==> src/rtl/fifo_arb_pkg.sv <==
// Shared types and constants for the FIFO write-side arbiter.
package fifo_arb_pkg;

    localparam int unsigned DATA_W_DEF = 32;

    typedef enum logic [0:0] {
        IDLE  = 1'b0,
        BURST = 1'b1
    } arb_state_e;

    // Ceiling log2; returns 0 for inputs of 0 or 1.
    function automatic int unsigned clog2(input int unsigned v);
        int unsigned r;
        r = 0;
        for (int unsigned i = 0; i < 32; i++) begin
            if ((64'(1) << i) < 64'(v)) begin
                r = i + 1;
            end
        end
        return r;
    endfunction

endpackage

==> src/rtl/rr_priority_pick.sv <==
// Combinational round-robin pick: first set request searching cyclically from last_i+1.
module rr_priority_pick #(
    parameter int unsigned NUM_REQ = 4,
    parameter int unsigned IDX_W   = 2
) (
    input  logic [NUM_REQ-1:0] req_i,
    input  logic [IDX_W-1:0]   last_i,
    output logic               found_o,
    output logic [IDX_W-1:0]   idx_o
);

    localparam int unsigned SUM_W = IDX_W + 1;

    logic [2*NUM_REQ-1:0] dbl;
    logic [NUM_REQ-1:0]   rot;
    logic [IDX_W-1:0]     start;
    logic [IDX_W-1:0]     off;
    logic [SUM_W-1:0]     sum;

    // Rotate the doubled vector so the search start lands at bit 0, then priority-encode.
    always_comb begin
        start   = (32'(last_i) == NUM_REQ - 1) ? '0 : last_i + IDX_W'(1);
        dbl     = {req_i, req_i};
        rot     = NUM_REQ'(dbl >> start);
        found_o = 1'b0;
        off     = '0;
        for (int i = NUM_REQ - 1; i >= 0; i--) begin
            if (rot[i]) begin
                found_o = 1'b1;
                off     = IDX_W'(i);
            end
        end
        sum = {1'b0, start} + {1'b0, off};
        if (sum >= SUM_W'(NUM_REQ)) begin
            sum = sum - SUM_W'(NUM_REQ);
        end
        idx_o = sum[IDX_W-1:0];
    end

endmodule

==> src/rtl/fifo_wr_arbiter.sv <==
// Round-robin burst arbiter sharing one FIFO write port among NUM_REQ valid/ready producers.
module fifo_wr_arbiter
    import fifo_arb_pkg::*;
#(
    parameter  int unsigned NUM_REQ   = 4,
    parameter  int unsigned DATA_W    = DATA_W_DEF,
    parameter  int unsigned BURST_LEN = 4,
    localparam int unsigned GID_W     = clog2(NUM_REQ)
) (
    input  logic                      clk,
    input  logic                      reset,
    input  logic [NUM_REQ-1:0]        req_valid,
    input  logic [NUM_REQ*DATA_W-1:0] req_data,
    output logic [NUM_REQ-1:0]        req_ready,
    input  logic                      fifo_full,
    output logic [DATA_W-1:0]         fifo_din,
    output logic                      fifo_write,
    output logic [GID_W-1:0]          grant_id,
    output logic                      busy
);

    localparam int unsigned CNT_W = clog2(BURST_LEN) + 1;

    arb_state_e       state_q, state_d;
    logic [GID_W-1:0] grant_q, grant_d;
    logic [GID_W-1:0] last_q,  last_d;
    logic [CNT_W-1:0] cnt_q,   cnt_d;

    logic             pick_found;
    logic [GID_W-1:0] pick_idx;
    logic             sel_valid;
    logic [DATA_W-1:0] sel_data;

    rr_priority_pick #(
        .NUM_REQ (NUM_REQ),
        .IDX_W   (GID_W)
    ) u_pick (
        .req_i   (req_valid),
        .last_i  (last_q),
        .found_o (pick_found),
        .idx_o   (pick_idx)
    );

    always_ff @(posedge clk or posedge reset) begin
        if (reset) begin
            state_q <= IDLE;
            grant_q <= '0;
            last_q  <= GID_W'(NUM_REQ - 1);
            cnt_q   <= '0;
        end else begin
            state_q <= state_d;
            grant_q <= grant_d;
            last_q  <= last_d;
            cnt_q   <= cnt_d;
        end
    end

    // Select the granted producer's stream.
    always_comb begin
        sel_valid = 1'b0;
        sel_data  = '0;
        for (int i = 0; i < NUM_REQ; i++) begin
            if (GID_W'(i) == grant_q) begin
                sel_valid = req_valid[i];
                sel_data  = req_data[i*DATA_W +: DATA_W];
            end
        end
    end

    always_comb begin
        state_d    = state_q;
        grant_d    = grant_q;
        last_d     = last_q;
        cnt_d      = cnt_q;
        req_ready  = '0;
        fifo_din   = '0;
        fifo_write = 1'b0;
        busy       = 1'b0;

        case (state_q)
            IDLE: begin
                if (pick_found) begin
                    grant_d = pick_idx;
                    cnt_d   = '0;
                    state_d = BURST;
                end
            end
            BURST: begin
                busy = 1'b1;
                for (int i = 0; i < NUM_REQ; i++) begin
                    req_ready[i] = (GID_W'(i) == grant_q) && !fifo_full;
                end
                fifo_din   = sel_data;
                fifo_write = sel_valid && !fifo_full;
                // Early release when the granted producer runs dry; a full FIFO just stalls.
                if (!sel_valid) begin
                    last_d  = grant_q;
                    state_d = IDLE;
                end else if (fifo_write) begin
                    cnt_d = cnt_q + CNT_W'(1);
                    if (cnt_q == CNT_W'(BURST_LEN - 1)) begin
                        last_d  = grant_q;
                        state_d = IDLE;
                    end
                end
            end
            default: state_d = IDLE;
        endcase
    end

    assign grant_id = grant_q;

endmodule
==> config.mk <==
export PLATFORM = sky130hd
export DESIGN_NAME = fifo_wr_arbiter
export DESIGN_NICKNAME = d
export VERILOG_FILES = /design/src/rtl/fifo_arb_pkg.sv /design/src/rtl/rr_priority_pick.sv /design/src/rtl/fifo_wr_arbiter.sv
export SDC_FILE = /design/constraint.sdc
export NUM_CORES = 1
export LEC_CHECK = 0
export ABC_AREA = 1
export CELL_PAD_IN_SITES_DETAIL_PLACEMENT = 1
export CELL_PAD_IN_SITES_GLOBAL_PLACEMENT = 2
export CORE_MARGIN = 3
export CORE_UTILIZATION = 12
export CTS_BUF_LIST = sky130_fd_sc_hd__clkbuf_2
export CTS_CLUSTER_DIAMETER = 40
export CTS_CLUSTER_SIZE = 28
export DETAILED_ROUTE_END_ITERATION = 8
export PLACE_DENSITY_LB_ADDON = 0.2
export SYNTH_ARGS = -nofsm -noshare
export SYNTH_HDL_FRONTEND = slang
export SYNTH_SLANG_ARGS = --single-unit
==> constraint.sdc <==
create_clock -name clk -period 1.91 [get_ports clk]
set_input_delay 0.2865 -clock clk [delete_from_list [all_inputs] [get_ports clk]]
set_output_delay 0.2865 -clock clk [all_outputs]
set_load 0.05 [all_outputs]
==> results.toml <==
[run_status]
status = "finished with violations"
violations = "setup timing"

[power_and_ir_drop]
p_per_area_nw_per_um2 = 2013
p_leak_nw = 1.941
finalPower_mw = 9.638
peakVddDrop_mv = 0.9840

[cts]
clk_pin_slew_ns = 0.10
cts_buffers = 3
cts-root-buf = "clkbuf_2"
clock_sinks = 8
clk_latency_ns = 0.26
clk_path_buf_depth = 2
cts_tree = "yes"
cts_hold_buf = 0
htree_levels = 1

[floorplanning]
ios = 175
die_h_um = 125.1
row_count = 42
dieArea_sq_um = 15660
die_x_um = 125.1
core_area_sq_um = 13560
initial_core_util_pct = 12.56

[routing]
drt-vias-per-instance = 4.392
route.vias.total = 2947
first_pass_iters = 4
wl_per_cell_um = 17.07
dr.first_iter.drc_count = 86
wl_um = 11460
drc = 0
ant_nets = 0

[setup_path]
r2r_start = "last_q[0]"
start_kind = "register"
crit_required_ns = 1.62
worstPathArrival_ns = 1.63
endpoint_kind = "primary output"
crit_start = "grant_id[1]"
worstRegToRegCells = 12
path_class = "reg2out"
cp_max_fo = 6

[global_route]
antenna_found_initial = 0
grt_use_total_pct = 13.88
grt_pass1_wl_um = 17610
grt_max_degree = 26
first_global_vias = 3118
overflow = 0

[yosys]
synthCells = 311
synth_most_common_cell = "nand2_1"
synth_top_area_cell = "nand3_1"
yosys_warnings = 0
synth_edf_count = 0
syn_area_per_cell_sq_um = 5.476
ys_types = 25
synth_ff_type = "dfrtp_1"
syn_nets = 449
yosysSeqAreaShare_pct = 11.90
yosysTopAreaCellShare_pct = 14.99
yosys-top-cells-area = "nand3_1 (15%), nand2_1 (14%), dfrtp_1 (8.8%)"
synth_area_sq_um = 1703
synth_commonest_cells = "nand2_1 (65), nand3_1 (51), inv_1 (34), nor2_1 (33), o21ai_0 (23)"
synth_seq_cells = 8
async_reset_ff_share_pct = 100.0

[sta]
fin_setup_tns_ns = -0.003702
finalHoldViolations = 0
rsz0062_at_grt = "yes"
setup_slack_ns = -0.003702
fin_skew_ns = 0.01854
tightestPinTransition_ns = 0.4051
period_minus_slack_ns = 1.914
min_period_over_period_pct = 100.2
maxSlewViolCount = 0
clock.fmax_mhz = 522.5
whs_ns = 0.2760
slew_headroom_pct = 72.99
setup_viol = 1

[layout]
fin_cells = 671
layout.nets = 634
num_antenna_cells = 0
drive_above_1_share_pct = 32.53
syn2layout_area_growth_pct = 181.2
design_area_sq_um = 4788

[run]
drv_cap = 0

[placed_design]
port-buffer-count = 174
place_area_sq_um = 4280
gp_congestion = 0.7819
dpl.hpwl_um = 8733
dp_cells = 658

[worst_hold_path]
min_path_type = "in2async"
[cells by family (layout without fill, tap and decap cells)]
family	Yosys count	in the layout	synth area share, %
and+or+nand+nor	161	161	42.10
AOI/OAI and AO/OA	77	77	29.46
buffers and inverters	62	246	14.33
DFF	8	8	11.90
adders and majority gates	3	3	2.204
[metrics by stage]
stage | setup slack (ns) | util, %
after floorplan | 0.002301 | -
after global placement | -0.04640 | 31.57
after detailed placement | -0.09782 | 31.57
after CTS | -0.06833 | 33.08
after global routing | -0.1129 | 35.32
final | -0.003702 | 35.32
[state kept, by name, indices dropped and copies added, names as in the netlist]
register and count:
cnt_q 3, grant_id 2, last_q 2, state_q 1
[critical path: stages, from the launching register on]
cell	delay, ns
dfrtp_2	0.46
inv_1	0.17
nor2_4	0.06
inv_4	0.07
clkbuf_16	0.17
o221ai_4	0.11
a21oi_4	0.18
buf_12	0.15
[report_power, final]
| group | leakage [nW] | total [mW] | internal, mW | switching, mW |
|---|---|---|---|---|
| sequential | 0.0930 | 0.371 | 0.270 | 0.102 |
| clock | 0.0166 | 0.123 | 0.0556 | 0.0676 |
| combinational | 1.83 | 9.14 | 3.99 | 5.15 |
| total | 1.94 | 9.64 | 4.31 | 5.32 |
[cell type report]
| type | instances | area [sq um] |
|---|---|---|
| Timing Repair Buffer | 201 | 2426 |
| Clock buffer | 4 | 20.02 |
| Inverter | 41 | 173.9 |
| Tap cell | 176 | 220.2 |
| Multi-Input combinational cell | 241 | 1742 |
| Fill cell | 1619 | 8770 |
| Sequential cell | 8 | 206.4 |
[routing by layer]
metal  GRT usage, %  up-vias  wire length [um]
met3          2.132        6               460
met4          1.276        0                85
met5              0        -                 0
li1               -     1419                 -
met2          25.47       86              6061
met1          17.79     1436              4847
[cells in the final DEF (no fill, tap or decap)]
master | netlist | routed
inv_4 | 0 | 1
buf_4 | 0 | 17
clkdlybuf4s50_1 | 0 | 134
nand3_2 | 0 | 4
buf_6 | 0 | 7
clkinv_8 | 0 | 1
inv_6 | 0 | 1
o21ai_1 | 5 | 12
dfrtp_1 | 6 | 3
nor2_2 | 1 | 5
o22ai_1 | 3 | 3
bufbuf_16 | 0 | 1
o221ai_2 | 0 | 2
o211ai_1 | 19 | 19
nand2_1 | 65 | 62
nand2_4 | 3 | 3
nand2_2 | 6 | 9
o221ai_4 | 0 | 10
nor2_1 | 33 | 15
a21oi_2 | 1 | 1
ha_1 | 3 | 2
nand3_1 | 51 | 47
o21ai_0 | 23 | 14
o21ai_4 | 1 | 1
inv_1 | 34 | 21
ha_4 | 0 | 1
o21ai_2 | 0 | 2
inv_2 | 6 | 17
nor3_4 | 0 | 1
o21a_1 | 2 | 2
clkbuf_16 | 0 | 1
clkbuf_2 | 0 | 4
dfrtp_2 | 0 | 3
a21oi_4 | 0 | 11
nor2_4 | 1 | 15
buf_12 | 0 | 41
dfstp_2 | 2 | 2
[timing repair]
| action | in CTS | in global routing |
|---|---|---|
| gates cloned | 1 | 1 |
| setup endpoints to repair | 34 | 38 |
| pin swaps | 13 | 13 |
| hold endpoints to repair | 0 | 0 |
| setup buffers | 4 | 4 |
| resized for setup | 35 | 51 |
[worst paths after layout]
check	slack, ns	end
max	-0.004	fifo_din[22]
min	0.28	cnt_q[0]
max reg2reg	0.10	grant_id[0]
min in group clk	0.50	cnt_q[0]
max in group asynchronous	1.31	last_q[1]
min reg2reg	0.50	cnt_q[0]
Power figures use the tool's default switching activity.
